File: config.mk
export PLATFORM = sky130hd
export DESIGN_NAME = light_lamp_driver
export DESIGN_NICKNAME = d
export VERILOG_FILES = /design/src/rtl/light_lamp_driver.sv
export SDC_FILE = /design/constraint.sdc
export NUM_CORES = 1
export LEC_CHECK = 0
export ABC_AREA = 1
export ABC_CLOCK_PERIOD_IN_PS = 2400
export CORE_MARGIN = 2
export CORE_UTILIZATION = 25
export CTS_BUF_LIST = sky130_fd_sc_hd__clkbuf_16
export DETAILED_ROUTE_END_ITERATION = 10
export SLEW_MARGIN = 20
export SYNTH_ARGS = -nofsm -noshare
export SYNTH_HDL_FRONTEND = slang
export SYNTH_SLANG_ARGS = --single-unit
File: constraint.sdc
create_clock -name clk -period 2.4 [get_ports clk]
set_clock_uncertainty 0.1 [all_clocks]
set_input_delay 0.48 -clock clk [delete_from_list [all_inputs] [get_ports clk]]
set_output_delay 0.48 -clock clk [all_outputs]
set_load 0.005 [all_outputs]
File: src/rtl/light_lamp_driver.sv
// light_lamp_driver: safety lamp driver between a traffic controller and its lamps.
// The controller light codes are sampled every cycle. From those samples the block
// drives one-hot main lamps and pedestrian lamps, with a steady-then-flashing
// pedestrian green. It latches conflict, illegal-code and illegal-sequence faults
// into a red-flash safe state, which it leaves only on an explicit clear.
// Ports:
//   clk, rst_n         clock (rising edge), asynchronous active-low reset
//   main_light[1:0]    main code: 00 red, 01 green, 10 yellow, 11 illegal
//   ped_light[1:0]     ped code: 00 red, 01 green, 1x illegal
//   fault_clr          level request to leave the fault state
//   main_lamp[2:0]     {red, yellow, green} lamp drives
//   ped_lamp[1:0]      {red, green} lamp drives
//   fault              latched safety fault
//   fault_code[1:0]    00 none, 01 conflict, 10 illegal code, 11 illegal sequence
module light_lamp_driver #(
  parameter int unsigned PED_STEADY = 20,
  parameter int unsigned FLASH_HALF = 5
) (
  input  logic       clk,
  input  logic       rst_n,
  input  logic [1:0] main_light,
  input  logic [1:0] ped_light,
  input  logic       fault_clr,
  output logic [2:0] main_lamp,
  output logic [1:0] ped_lamp,
  output logic       fault,
  output logic [1:0] fault_code
);

  localparam int unsigned DW = (PED_STEADY > 0) ? $clog2(PED_STEADY + 1) : 1;
  localparam int unsigned FW = (FLASH_HALF > 1) ? $clog2(FLASH_HALF) : 1;

  typedef enum logic {NORMAL, FAULT} state_t;

  state_t          state, state_n;
  logic [1:0]      main_s, ped_s, prev_main, prev_main_n;
  logic [DW-1:0]   dwell, dwell_n;
  logic [FW-1:0]   fcnt, fcnt_n, base_cnt, adv_cnt;
  logic            fphase, fphase_n, base_phase, adv_phase;
  logic [2:0]      main_lamp_n;
  logic [1:0]      ped_lamp_n, fault_code_n, det_code;
  logic            fault_n;
  logic            conflict, illegal, seq_bad, ped_flashing, flash_keep, clr_ok;

  // Fault detection from the samples, recorded by priority conflict > illegal > sequence.
  assign conflict = ((main_s == 2'b01) || (main_s == 2'b10)) && (ped_s == 2'b01);
  assign illegal  = (main_s == 2'b11) || ped_s[1];
  assign seq_bad  = ((prev_main == 2'b01) && (main_s == 2'b00)) ||
                    ((prev_main == 2'b00) && (main_s == 2'b10));
  assign det_code = conflict ? 2'b01 : illegal ? 2'b10 : seq_bad ? 2'b11 : 2'b00;

  assign clr_ok       = fault_clr && (main_s == 2'b00) && (ped_s == 2'b00);
  assign ped_flashing = (ped_s == 2'b01) && (dwell == DW'(PED_STEADY));

  // One shared flash timer. It continues while flashing and otherwise starts from
  // (0, phase 0). The current cycle displays base_phase.
  assign flash_keep = (state == FAULT) ? !clr_ok : ((det_code == 2'b00) && ped_flashing);
  assign base_cnt   = flash_keep ? fcnt : '0;
  assign base_phase = flash_keep ? fphase : 1'b0;
  assign adv_cnt    = (base_cnt == FW'(FLASH_HALF - 1)) ? '0 : base_cnt + FW'(1);
  assign adv_phase  = (base_cnt == FW'(FLASH_HALF - 1)) ? ~base_phase : base_phase;

  // Next state and next registered outputs.
  always_comb begin
    state_n      = state;
    prev_main_n  = main_s;
    dwell_n      = '0;
    fcnt_n       = '0;
    fphase_n     = 1'b0;
    main_lamp_n  = 3'b100;
    ped_lamp_n   = 2'b10;
    fault_n      = fault;
    fault_code_n = fault_code;
    unique case (state)
      NORMAL: begin
        if (det_code != 2'b00) begin
          // Enter the safe state on the edge that would have shown the offending decode.
          state_n      = FAULT;
          fault_n      = 1'b1;
          fault_code_n = det_code;
          main_lamp_n  = {~base_phase, 2'b00};
          fcnt_n       = adv_cnt;
          fphase_n     = adv_phase;
        end else begin
          unique case (main_s)
            2'b01:   main_lamp_n = 3'b001;
            2'b10:   main_lamp_n = 3'b010;
            default: main_lamp_n = 3'b100;
          endcase
          if (ped_s == 2'b01) begin
            if (ped_flashing) begin
              dwell_n    = dwell;
              ped_lamp_n = {1'b0, base_phase};
              fcnt_n     = adv_cnt;
              fphase_n   = adv_phase;
            end else begin
              dwell_n    = dwell + DW'(1);
              ped_lamp_n = 2'b01;
            end
          end
        end
      end
      FAULT: begin
        if (clr_ok) begin
          state_n      = NORMAL;
          fault_n      = 1'b0;
          fault_code_n = 2'b00;
          prev_main_n  = 2'b00;
        end else begin
          main_lamp_n = {~base_phase, 2'b00};
          fcnt_n      = adv_cnt;
          fphase_n    = adv_phase;
        end
      end
      default: state_n = NORMAL;
    endcase
  end

  // State, samples and registered outputs.
  always_ff @(posedge clk or negedge rst_n) begin
    if (!rst_n) begin
      state      <= NORMAL;
      main_s     <= 2'b00;
      ped_s      <= 2'b00;
      prev_main  <= 2'b00;
      dwell      <= '0;
      fcnt       <= '0;
      fphase     <= 1'b0;
      main_lamp  <= 3'b100;
      ped_lamp   <= 2'b10;
      fault      <= 1'b0;
      fault_code <= 2'b00;
    end else begin
      state      <= state_n;
      main_s     <= main_light;
      ped_s      <= ped_light;
      prev_main  <= prev_main_n;
      dwell      <= dwell_n;
      fcnt       <= fcnt_n;
      fphase     <= fphase_n;
      main_lamp  <= main_lamp_n;
      ped_lamp   <= ped_lamp_n;
      fault      <= fault_n;
      fault_code <= fault_code_n;
    end
  end

endmodule

==> qor.yml <==
outcome:
  status: "finished clean"
grt:
  grt_pass1_wl_um: 3560
  grt_max_degree: 15
  met1_usage_pct: 11.4
  antenna_found_initial: 0
  track_usage_pct: 8.72
  use_met3_pct: 3.18
  grt_util_met2_pct: 12.9
  grt_pass1_vias: 823
  grt.overflow.total: 0
  grt-busiest-layer: "met2"
clock_network:
  cts.reportedPaths.clkPinSlew_ns: 0.06
  cts_tree: "yes"
  cts_made_buffers: 3
  post_cts_buffers: 0
  cts_resized: 0
  cts-root-buf: "clkbuf_16"
  htree_levels: 1
  cts.path.max_buffers: 2
  cts_hold_buf: 0
  clock_latency_ns: 0.26
  clock-sinks: 24
placed_design:
  io_buffers: 14
  hpwl_um: 1560
  place.gp.congestion: 0.732
yosys:
  synth_seq_cells: 24
  yosysUniqueCellTypes: 25
  synth_seq_area_share_pct: 50.6
  synth_cells: 126
  ys_top_cells_by_area: "dfrtp_1, ha_1, inv_1"
  synth_nets: 142
  synth_top_area_share_pct: 46.2
  synthFlopType: "dfrtp_1"
  synthesis.area_um2: 1190
  synth_edf_count: 0
  async_reset_ff_share_pct: 100
  yosysWarnings: 0
  syn_avg_cell_area_um2: 9.46
  yosys.area.top_type: "dfrtp_1"
timing:
  maxSlewViolCount: 0
  rsz0062_at_grt: "no"
  tns_ns: 0
  hold_viol_final: 0
  fin_crit_ns: 2.05
  setup_viol: 0
  worstMarginPinSlew_ns: 0.508
  finalCritPeriodShare_pct: 85.6
  slew_headroom_pct: 66.0
  clock.fmax_mhz: 487
floorplanning:
  die_h_um: 73.1
  rows: 25
  die_area_um2: 5340
  num_io_pins: 15
  die_width_um: 73.1
  core-area_um2: 4660
  start_util_pct: 25.6
power:
  power_mw: 1.10
  ir_drop_uv: 304
  p_leak_nw: 0.716
  pwr_density_cell_nw_per_um2: 738
worst_hold_path:
  hold_path_class: "flip-flop to flip-flop"
cells_and_area:
  final_nets: 163
  sequential_cell_area_um2: 603
  antennaDiodeCount: 0
  multi_input_area_um2: 480
  final_core_util_pct: 32.1
  layout.cells.most_common: "inv_1"
  area_growth_pct: 25.3
  mostFrequentLayoutCells: "inv_1, dfrtp_1, nand2_1"
  drive_above_1_share_pct: 16.4
  fillCellCount: 474
critical_path:
  arrival_ns: 2.15
  start_kind: "flip-flop"
  critPathKind: "flip-flop to flip-flop"
  required_ns: 2.50
  endpoint_kind: "flip-flop"
  crit_fanout: 7
route:
  ant_nets: 0
  vias: 823
  detail_route.vias_per_cell: 4.12
  drtIter0Drc: 48
  drc: 0
  post_drt_wl_per_cell_um: 9.97
  routed_wl_um: 1990
  firstDrtPassIters: 4
flow_run:
  cap_violations: 0
==> final cells by class <==
class,count,area share (%)
Timing Repair Buffer,16,10.4
Clock buffer,3,5.03
Tap cell,54,4.52
Clock inverter,1,0.251
Multi-Input combinational cell,73,32.2
Inverter,29,7.29
Sequential cell,24,40.4
==> critical path, cell delays in order, from the launching register on <==
cell and delay, ns:
dfrtp_1 0.39, inv_1 0.09, ha_1 0.21, nand3_1 0.08
nand2_1 0.14, nor2_8 0.16, nand3_4 0.12, nand2_4 0.12
nand2_1 0.08, ha_1 0.23, nand3_2 0.09, nand2_1 0.07
nor2_2 0.10
==> synthesized netlist by cell type (3+ instances only) <==
| cell type | count |
|---|---|
| inv_1 | 24 |
| dfrtp_1 | 22 |
| nand2_1 | 19 |
| ha_1 | 9 |
| nand3_1 | 8 |
| nor2_1 | 7 |
| a21oi_1 | 5 |
| inv_2 | 5 |
| nand2_2 | 3 |
| o21ai_0 | 3 |
==> sequential cells by signal (all words and copies together) (netlist names) <==
signal and cells:
dwell 5, fcnt 3, main_lamp 3, fault_code 2, main_s 2, ped_lamp 2
ped_s 2, prev_main 2, fault 1, fphase 1, state 1
==> through the flow <==
stage | hold slack (ns) | std cells | setup WS [ns] | instance area (um^2)
after floorplan | 0.0844 | 126 | 0.494 | 1190
after detailed placement | 0.395 | 196 | 0.271 | 1420
after global routing | 0.453 | 200 | 0.148 | 1490
after global placement | 0.405 | 196 | 0.270 | 1420
after CTS | 0.419 | 200 | 0.332 | 1490
final | 0.418 | 200 | 0.345 | 1490
==> power breakdown <==
group	internal, mW	switching (mW)	total [mW]
sequential	0.470	0.0362	0.507
combinational	0.118	0.117	0.235
clock	0.223	0.138	0.361
==> path summary, 6_finish.rpt <==
path | endpoint | from | slack (ns) | cells after the start
setup reg to reg | fcnt[2] | main_s[0] | 0.35 | 12
setup / recovery | fcnt[2] | main_s[0] | 0.35 | 12
max in group asynchronous | fault | rst_n | 1.17 | 2
hold / removal | fault | fault | 0.42 | 2
hold reg to reg | fault | fault | 0.42 | 2
min in group asynchronous | dwell[4] | rst_n | 0.46 | 1
==> per-layer routing <==
metal,share of wire (%),up-vias
met2,42,17
met4,1.6,0
li1,-,433
met5,0,-
met1,50,369
met3,5.4,4
==> kinds of logic after synthesis <==
| group | after synthesis | synth area share, % |
|---|---|---|
| and+or+nand+nor | 49 | 23.4 |
| AOI/OAI and AO/OA | 15 | 7.45 |
| adders and majority gates | 9 | 9.44 |
| DFF | 24 | 50.6 |
| buffers and inverters | 29 | 9.13 |
Power figures use the tool's default switching activity.
==> variant 1: new RTL, same settings <==
Remove the register `main_lamp`: a continuous assignment takes its place, so the output `main_lamp` follows one clock earlier.
--- a/src/rtl/light_lamp_driver.sv
+++ b/src/rtl/light_lamp_driver.sv
@@ -126,7 +126,6 @@
       dwell      <= '0;
       fcnt       <= '0;
       fphase     <= 1'b0;
-      main_lamp  <= 3'b100;
       ped_lamp   <= 2'b10;
       fault      <= 1'b0;
       fault_code <= 2'b00;
@@ -138,12 +137,13 @@
       dwell      <= dwell_n;
       fcnt       <= fcnt_n;
       fphase     <= fphase_n;
-      main_lamp  <= main_lamp_n;
       ped_lamp   <= ped_lamp_n;
       fault      <= fault_n;
       fault_code <= fault_code_n;
     end
   end
 
+  assign main_lamp = main_lamp_n;
+
 endmodule
 
Check against the original RTL: not equivalent (Yosys sat finds a counterexample within 4 cycles, from zero or initial values and one cycle with rst_n low).
==> variant 1 against the unedited design <==
Area after synthesis is 5.5% lower. Sequential cell count fell by 3. Wire length up 1.9%. Power decreased by 6.6%. Highest routed layer unchanged. Setup slack lost 0.23 ns. Largest cell class unchanged. Final area down 1.1%. Largest power group unchanged. Critical path depth is 4 lower.
==> variant 1: results (changes against the unedited design) <==
[route]
routed_wirelength_um = 2030  ; +1.9%
dr.pass1.iters = 2  ; -2
drtIter0Drc = 63  ; +31%
vias_per_cell = 4.20  ; +2.1%
wl_per_cell_um = 10.2  ; +1.9%

[layout]
nets = 165  ; +1.2%
n_fill_cell = 450  ; -5.1%
drive_gt1_share_pct = 21.6  ; +5.2 points
largest_registers = dwell (5), fcnt (3)

[yosys]
synth.distinct_cells = 26  ; +4.0%
syn_nets = 138  ; -2.8%
async_flop_share_pct = 100  ; unchanged
synth.area.top_cells = dfrtp_1 44%, ha_1 10%, inv_1 7.7%, nand2_1 6.3%, nor2_4 3.0%
yosysSeqAreaShare_pct = 46.7  ; -3.9 points
yosysWarningCount = 0  ; unchanged
synthTopCellsByCount = 23 x inv_1, 20 x dfrtp_1, 19 x nand2_1
synthCells = 122  ; -3.2%

[global_route]
grt_pass1_wl_um = 3800  ; +6.8%
gr-usage-met1_pct = 12.4  ; +1.0 points
grt_pass1_vias = 873  ; +6.1%
grt_usage_pct = 9.53  ; +0.80 points
grt_max_degree = 22  ; +7
grt_use_met2_pct = 14.9  ; +2.0 points
met3_usage_pct = 3.56  ; +0.38 points

[placement]
dp.cells = 192  ; -2.0%
placed_cell_area_mm2 = 0.00136  ; -3.7%
gp_congestion = 0.833  ; +14%
post-dp-hpwl_um = 1510  ; -3.3%
dp_slack_ns = -0.0756  ; -0.346 ns

[power_and_ir_drop]
leakagePower_uw = 0.000714  ; -0.36%
ir_drop_mv = 0.529  ; +74%

[critical_path]
r2r_cells = 13  ; +1
max_stage_delay_ns = 0.41  ; +0.02 ns
rrSetupSlack_ns = 0.30  ; -0.05 ns
timing.rr.start = main_s[1]
arrival_ns = 1.70  ; -0.45 ns
r2r-end = fcnt[0]
critPathMaxFanout = 4  ; -3

[timing]
whs_ns = 0.414  ; -0.00403 ns
worstMarginPinSlew_ns = 0.284  ; -0.224 ns

[clock_network]
cts_max_level = 1  ; unchanged
numCtsBuffers = 3  ; unchanged
clock_latency_ns = 0.26  ; about the same
cts_setup_buffers = 3  ; +3
cts.reportedPaths.clkPinSlew_ns = 0.06  ; about the same
cts-resized-gates = 6  ; +6

[run_status]
status = completed

==> variant 1: changes by cell type after synthesis, moves of 2 or more <==
cell	unedited run	this run
dfrtp_1	22	20
nand2_2	3	1
nand3_1	8	6
o21ai_0	3	5
==> variant 1: layer usage <==
metal,up-vias,part of all wire (%)
li1,442,-
met1,379,49
met4,0,1.0
met5,-,0
met2,14,46
met3,5,4.1
==> variant 1: power by group <==
group          switching [uW]  internal (uW)
combinational             115            112
clock                     136            224
sequential               35.6            407
==> variant 1: critical path: cells and delay by family (launching register included) <==
kind            cells  cell delay [ns]
flops               1             0.41
buf+inv             4             0.40
fa+ha+maj           1             0.28
simple gates        2             0.16
compound gates      1             0.19
==> variant 1: worst max path at each step <==
stage / slack, ns / depth (start not counted) / endpoint / start
after floorplan: 0.49 / 10 / fcnt[1] / main_s[0]
after global placement: -0.04 / 6 / main_lamp[2] / fault_clr
after detailed placement: -0.08 / 6 / main_lamp[2] / fault_clr
after CTS: 0.008 / 8 / main_lamp[2] / main_s[1]
after global routing: 0.02 / 8 / main_lamp[2] / main_s[0]
final: 0.12 / 8 / main_lamp[2] / main_s[0]
==> variant 1: area by class of cell <==
class | count | area (um^2) | area share [%]
flip-flops and latches | 21 | 527 | 35.6
clock buffers | 3 | 75.1 | 5.08
well taps | 52 | 65.1 | 4.40
inverters | 28 | 105 | 7.11
clock inverters | 1 | 5.00 | 0.339
repair buffers | 22 | 193 | 13.0
multi-input cells | 73 | 508 | 34.4
==> variant 1: logic make-up (layout without fill, tap and decap cells) <==
| logic type | after synthesis | count (layout) | synth area share, % |
|---|---|---|---|
| fa+ha+maj | 9 | 9 | 9.99 |
| buf+inv | 28 | 54 | 9.32 |
| simple gates | 48 | 48 | 25.5 |
| compound gates | 16 | 16 | 8.43 |
| flops | 21 | 21 | 46.7 |
==> variant 2: new RTL, same flow settings <==
Made on the original files. Change the parameter `FLASH_HALF` from 5 to 10.
--- a/src/rtl/light_lamp_driver.sv
+++ b/src/rtl/light_lamp_driver.sv
@@ -14,7 +14,7 @@
 //   fault_code[1:0]    00 none, 01 conflict, 10 illegal code, 11 illegal sequence
 module light_lamp_driver #(
   parameter int unsigned PED_STEADY = 20,
-  parameter int unsigned FLASH_HALF = 5
+  parameter int unsigned FLASH_HALF = 10
 ) (
   input  logic       clk,
   input  logic       rst_n,
Function: changed (Yosys sat finds a counterexample within 10 cycles, from zero or initial values and one cycle with rst_n low).
==> variant 2 against the unedited design <==
Power rose by 11%. Final area rose by 1.0%. Sequential cell count rose by 1. Combinational power rose by 26%. Area after synthesis rose by 1.6%. Sequential share of layout area rose by 1.3 points. Wire length rose by 2.4%. Setup slack improved by 0.013 ns. Via count rose by 1.6%. Non-clock buffer count fell by 1. Hold slack got worse by 0.057 ns. Critical path type unchanged.
==> variant 2: results (changes against the unedited design) <==
[critical_path]
arrival_ns = 2.13  ; -0.02 ns
critPathMaxFanout = 6  ; -1
max_stage_delay_ns = 0.42  ; +0.03 ns

[yosys]
synth_flop_cell = dfrtp_1
synthXorXnorAreaFrac_pct = 2.89  ; +2.9 points
synthTopCellsByCount = 23 x dfrtp_1, 21 x inv_1, 18 x nand2_1
synthAdderAreaFrac_pct = 8.26  ; -1.2 points
synth.distinct_cells = 27  ; +8.0%
synth-compound-area-share_pct = 6.10  ; -1.4 points
syn_nets = 138  ; -2.8%
synth.area.top_cells = dfrtp_1 48%, ha_1 8.3%, inv_1 6.5%, nand2_1 5.6%, dfstp_2 4.3%

[placement]
gp_congestion = 0.782  ; +6.8%
post-dp-hpwl_um = 1610  ; +2.6%
placed_cell_area_mm2 = 0.00143  ; +0.80%
dp_slack_ns = 0.336  ; +0.0650 ns

[layout]
largest_registers = dwell (5), fcnt (4), main_lamp (3)
n_fill_cell = 484  ; +2.1%
nets = 158  ; -3.1%
drive_gt1_share_pct = 15.5  ; -0.95 points

[power_and_ir_drop]
leakagePower_uw = 0.000736  ; +2.8%
ir_drop_mv = 0.253  ; -17%
p_int_uw = 867  ; +7.0%

[global_route]
grt_max_degree = 26  ; +11
grt_usage_pct = 9.55  ; +0.83 points

[route]
wl_per_cell_um = 10.4  ; +4.4%
drtIter0Drc = 27  ; -44%
vias = 836  ; +1.6%

[run_status]
status = completed

[clock_network]
clock_latency_ns = 0.26  ; about the same
numCtsBuffers = 3  ; unchanged

[worst_hold_path]
hold_path_depth = 1  ; -1

variant 2: cells by family (layout without fill, tap and decap cells):
group                      after synthesis  in the layout
AOI/OAI and AO/OA                       13             13
xor gates and xnor gates                 4              4
adders and majority gates                8              8
buffers and inverters                   24             43
DFF                                     25             25
and+or+nand+nor                         49             49
variant 2: per-layer routing:
| metal | global-route usage, % | wire [um] | part of all wire, % |
|---|---|---|---|
| met5 | 0 | 0 | 0 |
| met4 | 4.85 | 38 | 1.9 |
| met3 | 3.43 | 104 | 5.1 |
| met2 | 14.8 | 887 | 43 |
| met1 | 11.6 | 1010 | 50 |
variant 2: worst paths after layout:
path,endpoint,slack [ns],startpoint
max in group asynchronous,ped_lamp[1],1.42,rst_n
min in group asynchronous,prev_main[0],0.48,rst_n
setup reg to reg,fcnt[2],0.36,main_s[1]
hold / removal,main_lamp[2],0.36,fphase
hold reg to reg,main_lamp[2],0.36,fphase
setup / recovery,fcnt[2],0.36,main_s[1]
variant 2: per-stage QoR:
stage	cells	total power, uW	util (%)
global route	196	1310	32.2
detailed placement	192	860	30.4
CTS	196	1240	32.2
floorplan	123	742	-
finish	196	1220	32.2
global placement	192	856	30.4
variant 2: power by group through the flow:
stage               clock network (uW)  registers [uW]  logic, uW
detailed placement                   0             560        300
finish                             371             552        297
floorplan                            0             550        192
global route                       400             559        353
global placement                     0             560        296
CTS                                389             552        302
variant 2: layout make-up:
class                           instances  share of cell area, %
Clock inverter                          1                  0.498
Clock buffer                            3                   4.98
Inverter                               24                   5.97
Tap cell                               54                   4.48
Timing Repair Buffer                   15                   9.78
Multi-Input combinational cell         74                   32.7
Sequential cell                        25                   41.6
